$ cat config.mk
export PLATFORM = sky130hd
export DESIGN_NAME = qbert_jump_engine
export DESIGN_NICKNAME = d
export VERILOG_FILES = /design/src/rtl/qbert_jump_engine.sv
export SDC_FILE = /design/constraint.sdc
export NUM_CORES = 1
export LEC_CHECK = 0
export CORE_MARGIN = 2
export CORE_UTILIZATION = 54
export CTS_CLUSTER_DIAMETER = 80
export DETAILED_ROUTE_END_ITERATION = 6
export GPL_TIMING_DRIVEN = 0
export PLACE_DENSITY = 0.79
export SYNTH_ARGS = -nofsm -noshare
export SYNTH_HDL_FRONTEND = slang
export SYNTH_SLANG_ARGS = --single-unit
$ cat constraint.sdc
create_clock -name clk -period 6.26 [get_ports clk]
set_clock_uncertainty 0.15 [all_clocks]
set_input_delay 0.939 -clock clk [delete_from_list [all_inputs] [get_ports clk]]
set_output_delay 0.939 -clock clk [all_outputs]
set_load 0.01 [all_outputs]
$ cat src/rtl/qbert_jump_engine.sv
// -----------------------------------------------------------------------------
// qbert_jump_engine
//
// Command-driven Q*bert hop animator. A one-cycle jump request with a
// direction moves the sprite anchor through three phases, one pixel per
// animation tick: rise (x decreasing), lateral shift (y toward target), and
// fall (x increasing to target). A single LAND cycle closes each hop.
//
// The jump/done_move pair follows the handshake the cube colour logic
// expects: jump rises as done_move falls on accept, and jump falls as
// done_move rises after LAND, giving exactly one event per completed hop.
//
// Ports:
//   clk         system clock
//   reset       synchronous, active-low reset
//   load        load start_xy into the anchor (IDLE only)
//   start_xy    {x[10:0], y[9:0]} value for load
//   req         jump request, sampled in IDLE only
//   dir         bit1: 1 = down (x+TILE_DX), 0 = up (x-TILE_DX)
//               bit0: 1 = left (y-TILE_DY), 0 = right (y+TILE_DY)
//   xy_pos      current anchor {x, y}
//   jump        high from accept through the LAND cycle
//   done_move   high whenever no move is in progress
//   req_ack     one-cycle pulse on an accepted request
//   req_reject  one-cycle pulse when the target falls outside the field
//   land        one-cycle pulse during the LAND cycle
// -----------------------------------------------------------------------------
module qbert_jump_engine #(
  parameter int unsigned STEP_DIV = 131072,
  parameter int unsigned HOP_H    = 10,
  parameter int unsigned TILE_DX  = 180,
  parameter int unsigned TILE_DY  = 100,
  parameter logic [20:0] RESET_XY = {11'd350, 10'd210},
  parameter int          X_MIN    = 0,
  parameter int          X_MAX    = 2047,
  parameter int          Y_MIN    = 0,
  parameter int          Y_MAX    = 1023
) (
  input  logic        clk,
  input  logic        reset,
  input  logic        load,
  input  logic [20:0] start_xy,
  input  logic        req,
  input  logic [1:0]  dir,
  output logic [20:0] xy_pos,
  output logic        jump,
  output logic        done_move,
  output logic        req_ack,
  output logic        req_reject,
  output logic        land
);

  typedef enum logic [2:0] {IDLE, RISE, SHIFT, FALL, LAND} state_t;

  localparam int CW = (STEP_DIV > 1) ? $clog2(STEP_DIV) : 1;
  localparam logic [CW-1:0] CNT_MAX = CW'(STEP_DIV - 1);

  // Target arithmetic is done signed and wider than the coordinates so that
  // under- and overflow show up as out-of-field values instead of wrapping.
  localparam logic signed [12:0] DX_S    = 13'(TILE_DX);
  localparam logic signed [12:0] HOP_S   = 13'(HOP_H);
  localparam logic signed [12:0] XMIN_S  = 13'(X_MIN);
  localparam logic signed [12:0] XMAX_S  = 13'(X_MAX);
  localparam logic signed [11:0] DY_S    = 12'(TILE_DY);
  localparam logic signed [11:0] YMIN_S  = 12'(Y_MIN);
  localparam logic signed [11:0] YMAX_S  = 12'(Y_MAX);

  state_t          state_q, state_d;
  logic [10:0]     xc_q, xc_d;
  logic [9:0]      yc_q, yc_d;
  logic [10:0]     tx_q, tx_d;
  logic [9:0]      ty_q, ty_d;
  logic [10:0]     apex_q, apex_d;
  logic [CW-1:0]   cnt_q, cnt_d;
  logic            jump_q, jump_d;
  logic            done_q, done_d;
  logic            ack_q, ack_d;
  logic            rej_q, rej_d;
  logic            land_q, land_d;

  // Candidate target for the current anchor and direction.
  logic signed [12:0] xc_s, tx_w, min_x_w, apex_w;
  logic signed [11:0] yc_s, ty_w;
  logic               legal;
  logic               tick;
  logic [10:0]        xc_dec, xc_inc;
  logic [9:0]         y_step;

  always_comb begin
    xc_s    = signed'({2'b00, xc_q});
    yc_s    = signed'({2'b00, yc_q});
    tx_w    = dir[1] ? (xc_s + DX_S) : (xc_s - DX_S);
    ty_w    = dir[0] ? (yc_s - DY_S) : (yc_s + DY_S);
    min_x_w = (tx_w < xc_s) ? tx_w : xc_s;
    apex_w  = min_x_w - HOP_S;
    legal   = (tx_w >= XMIN_S) && (tx_w <= XMAX_S) &&
              (ty_w >= YMIN_S) && (ty_w <= YMAX_S) &&
              (apex_w >= 13'sd0);
  end

  assign tick   = (cnt_q == CNT_MAX);
  assign xc_dec = xc_q - 11'd1;
  assign xc_inc = xc_q + 11'd1;
  assign y_step = (ty_q < yc_q) ? (yc_q - 10'd1) : (yc_q + 10'd1);

  // NOTE: every signal assigned below gets a default first, so no path
  // through the case statement leaves it unassigned and no latch is inferred.
  always_comb begin
    state_d = state_q;
    xc_d    = xc_q;
    yc_d    = yc_q;
    tx_d    = tx_q;
    ty_d    = ty_q;
    apex_d  = apex_q;
    cnt_d   = tick ? '0 : cnt_q + 1'b1;
    jump_d  = jump_q;
    done_d  = done_q;
    ack_d   = 1'b0;
    rej_d   = 1'b0;
    land_d  = 1'b0;

    unique case (state_q)
      IDLE: begin
        cnt_d = '0;
        if (load) begin
          // A simultaneous request is dropped silently.
          xc_d = start_xy[20:10];
          yc_d = start_xy[9:0];
        end else if (req) begin
          if (legal) begin
            tx_d    = tx_w[10:0];
            ty_d    = ty_w[9:0];
            apex_d  = apex_w[10:0];
            ack_d   = 1'b1;
            jump_d  = 1'b1;
            done_d  = 1'b0;
            state_d = RISE;
          end else begin
            rej_d = 1'b1;
          end
        end
      end

      RISE: begin
        if (xc_q == apex_q) begin
          state_d = SHIFT;
        end else if (tick) begin
          xc_d = xc_dec;
          if (xc_dec == apex_q) state_d = SHIFT;
        end
      end

      SHIFT: begin
        if (yc_q == ty_q) begin
          state_d = FALL;
        end else if (tick) begin
          yc_d = y_step;
          if (y_step == ty_q) state_d = FALL;
        end
      end

      FALL: begin
        if (xc_q == tx_q) begin
          state_d = LAND;
          land_d  = 1'b1;
        end else if (tick) begin
          xc_d = xc_inc;
          if (xc_inc == tx_q) begin
            state_d = LAND;
            land_d  = 1'b1;
          end
        end
      end

      LAND: begin
        jump_d  = 1'b0;
        done_d  = 1'b1;
        state_d = IDLE;
      end

      default: state_d = IDLE;
    endcase
  end

  // NOTE: sequential state uses non-blocking assignments so every register
  // samples the pre-edge values regardless of statement order.
  always_ff @(posedge clk) begin
    if (!reset) begin
      state_q <= IDLE;
      xc_q    <= RESET_XY[20:10];
      yc_q    <= RESET_XY[9:0];
      tx_q    <= '0;
      ty_q    <= '0;
      apex_q  <= '0;
      cnt_q   <= '0;
      jump_q  <= 1'b0;
      done_q  <= 1'b1;
      ack_q   <= 1'b0;
      rej_q   <= 1'b0;
      land_q  <= 1'b0;
    end else begin
      state_q <= state_d;
      xc_q    <= xc_d;
      yc_q    <= yc_d;
      tx_q    <= tx_d;
      ty_q    <= ty_d;
      apex_q  <= apex_d;
      cnt_q   <= cnt_d;
      jump_q  <= jump_d;
      done_q  <= done_d;
      ack_q   <= ack_d;
      rej_q   <= rej_d;
      land_q  <= land_d;
    end
  end

  assign xy_pos     = {xc_q, yc_q};
  assign jump       = jump_q;
  assign done_move  = done_q;
  assign req_ack    = ack_q;
  assign req_reject = rej_q;
  assign land       = land_q;

endmodule

==> impl_metrics.ini <==
[finish]
instances_no_fill = 1041
finalNetCount = 956
antennaDiodeCount = 0
fillerInstances = 1063
final_cell_area_mm2 = 0.00763
drive_above_1_share = 0.0839
regArea_mm2 = 0.00154
utilization = 0.643
area.growth.synth_to_final_pct = 17.3
multi_input_comb_area_mm2 = 0.00463

[floorplanning]
chipWidth_um = 114
die_h_um = 114
io_pins = 53
die_area_mm2 = 0.0129
start_util = 0.548
design.core.area_mm2 = 0.0119
fp-row-count = 40

[logic_synthesis]
synth_top_family_by_area = simple AND/OR/NAND/NOR gates
yosysMostFrequentCell = nand2_1
netlist-cell-type-count = 79
synth_cells = 823
synth.top_cell.area_share = 0.237
ys_top_cells_by_area = dfxtp_1 24%, xnor2_1 7.9%, ha_1 7.3%
synth-edff-count = 0
synth-simple-area-share = 0.248
synthFlopType = dfxtp_1
synth_common_cells = 88 x nand2_1, 77 x dfxtp_1, 70 x nor2_1
synthesis.area_mm2 = 0.00650
yosys_warnings = 0
ys_seq_elements = 77
async_flop_share = 0
synth.area.mux_share = 0.0421
ys_seq_area_frac = 0.237
yosys.area.top_type = dfxtp_1
synth.avg_cell_area_um2 = 7.90
synthXorXnorAreaFrac = 0.146
synthAdderAreaFrac = 0.0762
synth_nets = 889
synth_compound_area_frac = 0.188

[pwr]
total_power_uw = 3990
p_leak_uw = 0.00293
max-vdd-ir-drop_v = 0.000240
power_density_mw_per_mm2 = 524

[grt]
grt_pass1_vias = 5807
grt_max_degree = 13
use_met2 = 0.446
grtUsageMet3 = 0.0462
grt_antenna_before_repair = 0
grt_pass1_wl_um = 30600
met1_usage = 0.437
overflow = 0
grt.busiest_layer = met2
grt_use_total = 0.302

[sta]
holdWs_ns = 0.302
max_clock_freq_mhz = 165
timing.final.crit_share = 0.966
tightest_slew_ns = 0.841
relSlewSlack = 0.439
slew_violations = 0
setup_viol = 0
min_period_ns = 6.05
hold_viol = 0

[cts]
htree_levels = 3
cts_tree = done
root_buffer = clkbuf_16
cts.clk_slew.worst_paths_ns = 0.06
cts_made_buffers = 9
cts_num_sinks = 77
clock_latency_ns = 0.34
cts_buffer_depth = 2

[drt]
num_vias = 6473
wl_per_cell_um = 18.9
firstDrtPassIters = 5
drt_iter0_markers = 716
vias_per_cell = 6.22
drc = 0
totalWireLength_um = 19600
final_antenna_net_count = 0

[worst_setup_path]
crit_type = reg -> reg
crit_arrival_ns = 6.13
endpoint_kind = flip-flop
rrSetupSlack_ns = 0.21
cp_max_fo = 10
cp.required_ns = 6.34
r2r-start = xc_q[3]
crit_start = xc_q[3]
start_kind = flip-flop

[min_path]
hp-class = reg -> reg
worstHoldStart = cnt_q[0]

[placement]
placed_cell_area_mm2 = 0.00719
placed_cells = 1020
gp_congestion = 0.965
io_buffers = 50
hpwl_um = 14400

[job]
maxCapViolCount = 0

[status]
outcome = finished clean
[stage by stage]
stage          setup TNS, ns  setup WS (ns)
6_report                   0          0.211
5_1_grt              -0.0110        -0.0110
4_1_cts                    0         0.0650
3_5_place_dp          -23.67         -0.754
3_3_place_gp          -20.88         -0.659
2_1_floorplan              0          0.306
[what timing repair did]
action,4_1_cts,5_1_grt
endpoints found under the setup margin,36,35
pin swaps,1,4
hold buffers,0,0
resized for setup,9,14
setup buffers,0,6
[worst max-delay path: stages (launching register included)]
cell and delay, ns:
dfxtp_1 0.42, buf_6 0.20, inv_1 0.12, ha_1 0.19
buf_4 0.17, mux2_2 0.33, xnor2_4 0.20, inv_1 0.07
ha_1 0.28, o21a_1 0.12, o21a_1 0.17, o21a_1 0.19
o21a_1 0.19, o21a_1 0.17, o21ai_0 0.15, a21oi_1 0.09
ha_1 0.35, or4_1 0.56, and3_4 0.21, nor4b_4 0.32
nand4_4 0.23, xnor2_4 0.24, nor3_4 0.31, buf_4 0.17
mux2_1 0.30
[layer usage]
layer	routed length, um	part of all wire
met1	9130	0.46
met2	8390	0.43
met3	1510	0.077
met4	619	0.032
met5	0	0
[worst paths after layout]
check / endpoint / cells after the start
worst max-delay path: apex_q[6] / 24
worst min-delay path: cnt_q[0] / 1
worst max register to register: apex_q[6] / 24
worst min register to register: cnt_q[0] / 1
[kinds of logic (layout without fill, tap and decap cells)]
logic type / Yosys count / in the layout
DFF: 77 / 77
muxes: 27 / 27
adders and majority gates: 39 / 39
and+or+nand+nor: 314 / 314
AOI/OAI and AO/OA: 177 / 177
xor gates and xnor gates: 100 / 100
buffers and inverters: 89 / 160
[layout by cell type, fill, tap and decap left out, types with 12 or more instances in the layout]
master / n
clkdlybuf4s50_1: 50
xnor2_1: 56
xor2_1: 36
nand3_1: 24
nor2_1: 70
ha_1: 38
buf_4: 12
a21oi_1: 35
nand4_1: 18
dfxtp_1: 77
o21ai_0: 29
nor3_1: 29
inv_1: 28
mux2i_1: 24
a31oi_1: 21
nand2_1: 88
clkbuf_1: 32
[state kept, by name, summed over array words and instances (netlist names)]
register,cells
cnt_q,17
yc_q,10
land,1
jump,1
xc_q,11
apex_q,10
state_q,3
ty_q,10
done_move,1
req_reject,1
req_ack,1
tx_q,11
[report_power, final]
part	internal [uW]	total, uW	leakage, uW	switching (uW)
registers	604	744	0.000629	140
logic	1170	2710	0.00215	1540
clock network	327	542	0.000147	215
[layout make-up]
cell class | instances | area share
Sequential cell | 77 | 0.202
Multi-Input combinational cell | 657 | 0.607
Buffer | 58 | 0.0410
Clock inverter | 4 | 0.00623
Inverter | 31 | 0.0153
Clock buffer | 11 | 0.0331
Tap cell | 147 | 0.0241
Timing Repair Buffer | 56 | 0.0715
(Power assumes the default switching activity.)
==> RTL edit 1 (same flow settings) <==
`tx_q` and `ty_q` no longer have a reset.
--- a/src/rtl/qbert_jump_engine.sv
+++ b/src/rtl/qbert_jump_engine.sv
@@ -189,8 +189,6 @@
       state_q <= IDLE;
       xc_q    <= RESET_XY[20:10];
       yc_q    <= RESET_XY[9:0];
-      tx_q    <= '0;
-      ty_q    <= '0;
       apex_q  <= '0;
       cnt_q   <= '0;
       jump_q  <= 1'b0;
@@ -202,8 +200,6 @@
       state_q <= state_d;
       xc_q    <= xc_d;
       yc_q    <= yc_d;
-      tx_q    <= tx_d;
-      ty_q    <= ty_d;
       apex_q  <= apex_d;
       cnt_q   <= cnt_d;
       jump_q  <= jump_d;
@@ -214,6 +210,11 @@
     end
   end
 
+  always_ff @(posedge clk) begin
+    tx_q <= tx_d;
+    ty_q <= ty_d;
+  end
+
   assign xy_pos     = {xc_q, yc_q};
   assign jump       = jump_q;
   assign done_move  = done_q;
Function: same outputs for any inputs over 4 cycles, from zero or initial values and one cycle with reset low; that may be too few to reach the edited logic, so the function may still have changed.
==> RTL edit 1 against the original RTL <==
- critical path depth is 3 higher
- sequential cell count is 1 higher
- worst hold slack worse by 0.0016 ns
- worst setup slack better by 0.050 ns
- cell area is 8.8% lower
- area after synthesis is 8.1% lower
- maximum frequency is 0.83% higher
- routed wire length is 12% lower
- via count is 11% lower
Power is not compared: it rests on default switching activity, and its combinational part moved more than twofold at a synthesized area within 25%.
==> RTL edit 1: results (changes against the original RTL) <==
worst-path maximum fanout 15 (was 10); area occupied by multi-input gates 3900 um2 (was 4630 um2); met1 capacity usage during global routing 0.360 (was 0.437); first-pass GRT wire length 27700 um (was 30600 um); Post-Place Cells 916 (was 1020); clk_lat worst skew 0.38 ns (was 0.34 ns); routed wl met3 1250 um (was 1510 um); GP Congestion 0.975 (was 0.965); CP max stage delay 0.39 ns (was 0.56 ns); Layout Nets 856 (was 956); DR WL met2 8470 um (was 8390 um); met2 global-route usage 0.517 (was 0.446); Vias 5739 (was 6473); DRT met1 WL 6880 um (was 9130 um); pin count of the biggest net entering global routing 31 (was 13); TritonRoute pass-1 iters 5 (unchanged); total track usage 0.301 (was 0.302); Synth area leaders dfxtp_1, edfxtp_1, xnor2_1 (was dfxtp_1, xnor2_1, ha_1); status completed (unchanged); Synth Instances 725 (was 823); post-synthesis net count 791 (was 889); Port Buffers 51 (was 50); layout cell share with drive strength beyond 1 0.0692 (was 0.0839); vias in the first global route 5680 (was 5807); Post-DP HPWL 13000 um (was 14400 um); Post-synth top cells nor2_1, xnor2_1, dfxtp_1, nand2_1, ha_1 (was nand2_1, dfxtp_1, nor2_1, xnor2_1, ha_1); DR top layer met4 (unchanged); Total Wirelength 17400 um (was 19600 um); M3 GR Usage 0.0484 (was 0.0462); number of synthesized flops with an enable pin 21 (was 0); synth unique cells 71 (was 79); Iter 0 DRT Violations 387 (was 716); fillers 955 (was 1063); Worst-path clk slew 0.09 ns (was 0.06 ns); sequential area share after synthesis 0.296 (was 0.237); Place WS -0.668 ns (was -0.754 ns); Slew HR 0.428 (was 0.439); wire length per cell 18.6 um (was 18.9 um); placed inst area 6660 um2 (was 7190 um2); Hold Path Class reg2reg (unchanged); total CTS buffers 9 (unchanged); crit path DAT 6.10 ns (was 6.13 ns); root cell of the clock tree clkbuf_8 (was clkbuf_16)
-- RTL edit 1: cell count changes in the layout (fill, tap and decap cells not counted), sizes merged, moves of 8 or more --
cell,before,now
nand2,88,52
edfxtp,0,21
dfxtp,77,57
buf,32,19
inv,28,38
nand4,19,9
mux2i,24,15
nor3,32,23
a31oi,21,13
-- RTL edit 1: worst max-delay path: cells and delay by family, from the launching register on --
kind | cells | cell delay (ns)
mux | 2 | 0.54
buf+inv | 5 | 0.76
fa+ha+maj | 3 | 0.85
flops | 1 | 0.39
compound gates | 8 | 1.45
xor+xnor | 2 | 0.40
simple gates | 7 | 1.31
-- RTL edit 1: final timing paths --
path | startpoint | to | slack [ns] | cells past startpoint
min | cnt_q[0] | cnt_q[0] | 0.30 | 1
max reg2reg | xc_q[2] | apex_q[9] | 0.26 | 27
min reg2reg | cnt_q[0] | cnt_q[0] | 0.30 | 1
max | xc_q[2] | apex_q[9] | 0.26 | 27
-- RTL edit 1: kinds of logic (layout without fill, tap and decap cells) --
family,count (synthesis),after routing,share of synthesized area
compound gates,160,160,0.180
flops,78,78,0.296
simple gates,250,250,0.206
fa+ha+maj,39,39,0.0829
xor+xnor,99,99,0.145
mux,18,18,0.0308
buf+inv,81,151,0.0582
-- RTL edit 1: final cells by class --
class                           count  share of cell area
Clock inverter                      6             0.00630
Sequential cell                    78               0.255
Tap cell                          140              0.0252
Buffer                             46              0.0365
Clock buffer                       10              0.0183
Timing Repair Buffer               54              0.0792
Inverter                           35              0.0189
Multi-Input combinational cell    566               0.561
-- RTL edit 1: what timing repair did --
action                     CTS  global route
hold endpoints to repair     0             0
buffers inserted             0             2
gates cloned                 0             1
setup endpoints to repair   36            36
hold buffers                 0             0
resized for setup           11            11
pin swaps                    0             3
==> RTL edit 2 (same flow settings) <==
Without the edit above. `STEP_DIV`: 131072 -> 262144.
--- a/src/rtl/qbert_jump_engine.sv
+++ b/src/rtl/qbert_jump_engine.sv
@@ -26,7 +26,7 @@
 //   land        one-cycle pulse during the LAND cycle
 // -----------------------------------------------------------------------------
 module qbert_jump_engine #(
-  parameter int unsigned STEP_DIV = 131072,
+  parameter int unsigned STEP_DIV = 262144,
   parameter int unsigned HOP_H    = 10,
   parameter int unsigned TILE_DX  = 180,
   parameter int unsigned TILE_DY  = 100,
Behaviour: same outputs for any inputs over 4 cycles, from zero or initial values and one cycle with reset low; that may be too few to reach the edited logic, so the function may still have changed.
==> RTL edit 2 against the original RTL <==
- worst setup slack improved by 0.15 ns
- sequential cell count grew 1
- routed wire length shrank 2.4%
- largest power group unchanged
- largest cell class unchanged
- critical endpoint is now ty_q[8]
- total power shrank 9.8%
- cell area down 0.94%
- area after synthesis fell by 1.9%
- highest routed layer unchanged
- maximum frequency rose by 2.5%
==> RTL edit 2: results (changes against the original RTL) <==
Multi-input comb cells 642 (was 657); r2r endpoint ty_q[8] (was apex_q[6]); via/cell ratio 6.33 (was 6.22); wire length per cell 18.7 um (was 18.9 um); Post-synth top cells nor2_1, dfxtp_1, xnor2_1, a21oi_1, o21ai_0 (was nand2_1, dfxtp_1, nor2_1, xnor2_1, ha_1); seq_cells 78 (was 77); vias in the first global route 5833 (was 5807); post-CTS setup buffer count 3 (was 0); Post-DP HPWL 14100 um (was 14400 um); routed wl met3 1850 um (was 1510 um); status completed (unchanged); synth unique cells 74 (was 79); worst hold path depth 2 (was 1); Non-CTS buffers 112 (was 114); Worst Hold End done_move (was cnt_q[0]); Reg2Reg Setup Slack 0.36 ns (was 0.21 ns); worst-margin pin slew 0.887 ns (was 0.841 ns); Layout Nets 943 (was 956); inverters 36 (was 31); final cycle utilization of the critical path 0.942 (was 0.966); clk_lat worst skew 0.36 ns (was 0.34 ns); Hold Slack 0.305 ns (was 0.302 ns); pin count of the biggest net entering global routing 15 (was 13); CP max stage delay 0.52 ns (was 0.56 ns); mux cell area share after synthesis 0.0500 (was 0.0421); post-synthesis net count 875 (was 889); Crit-path slowest cell a2111oi_4 (was or4_1); first-pass GRT wire length 29900 um (was 30600 um); DR WL met2 8450 um (was 8390 um); DRT met1 WL 8170 um (was 9130 um); Synth Instances 811 (was 823); Port Buffers 51 (was 50); placed inst area 7080 um2 (was 7190 um2); GP Congestion 1.01 (was 0.965); hold path start done_move (was cnt_q[0]); reg2reg start xc_q[2] (was xc_q[3]); TritonRoute pass-1 iters 6 (was 5); Compound-Gate Fraction of Synth Area 0.215 (was 0.188); adder-cell share of the synthesized area 0.0737 (was 0.0762); fillers 958 (was 1063); non-filler instance count after layout 1027 (was 1041); sequential area share after synthesis 0.245 (was 0.237); xor/xnor cell area share of the yosys netlist 0.123 (was 0.146); M3 GR Usage 0.0568 (was 0.0462); PostCTS Resize Cnt 6 (was 9); Iter 0 DRT Violations 680 (was 716); multi-input logic portion of the cell area 0.596 (was 0.607); IR drop worst, VDD 0.250 mV (was 0.240 mV); crit path DAT 5.97 ns (was 6.13 ns); Leak 2.72 nW (was 2.93 nW); met2 global-route usage 0.461 (was 0.446); top flop regs cnt_q: 18 flops, tx_q: 11 flops, xc_q: 11 flops (was cnt_q: 17 flops, tx_q: 11 flops, xc_q: 11 flops); total track usage 0.297 (was 0.302)
-- RTL edit 2: cell count changes in the layout (fill, tap and decap cells not counted), sizes merged, moves of 6 or more --
cell | before | now
a211oi | 13 | 19
buf | 32 | 26
inv | 28 | 35
xor2 | 36 | 24
nor2 | 70 | 98
a31oi | 21 | 13
nand2 | 88 | 38
o21ai | 31 | 40
-- RTL edit 2: cells by family (layout without fill, tap and decap cells) --
| family | after synthesis | count (layout) |
|---|---|---|
| xor+xnor | 88 | 88 |
| mux | 31 | 31 |
| simple gates | 292 | 292 |
| fa+ha+maj | 37 | 37 |
| compound gates | 194 | 194 |
| buf+inv | 91 | 164 |
| flops | 78 | 78 |
-- RTL edit 2: where the power goes --
| group | total (mW) | internal, mW | switching, mW |
|---|---|---|---|
| logic | 2.27 | 0.959 | 1.31 |
| registers | 0.731 | 0.596 | 0.135 |
| clock network | 0.600 | 0.363 | 0.236 |
| total | 3.60 | 1.92 | 1.69 |
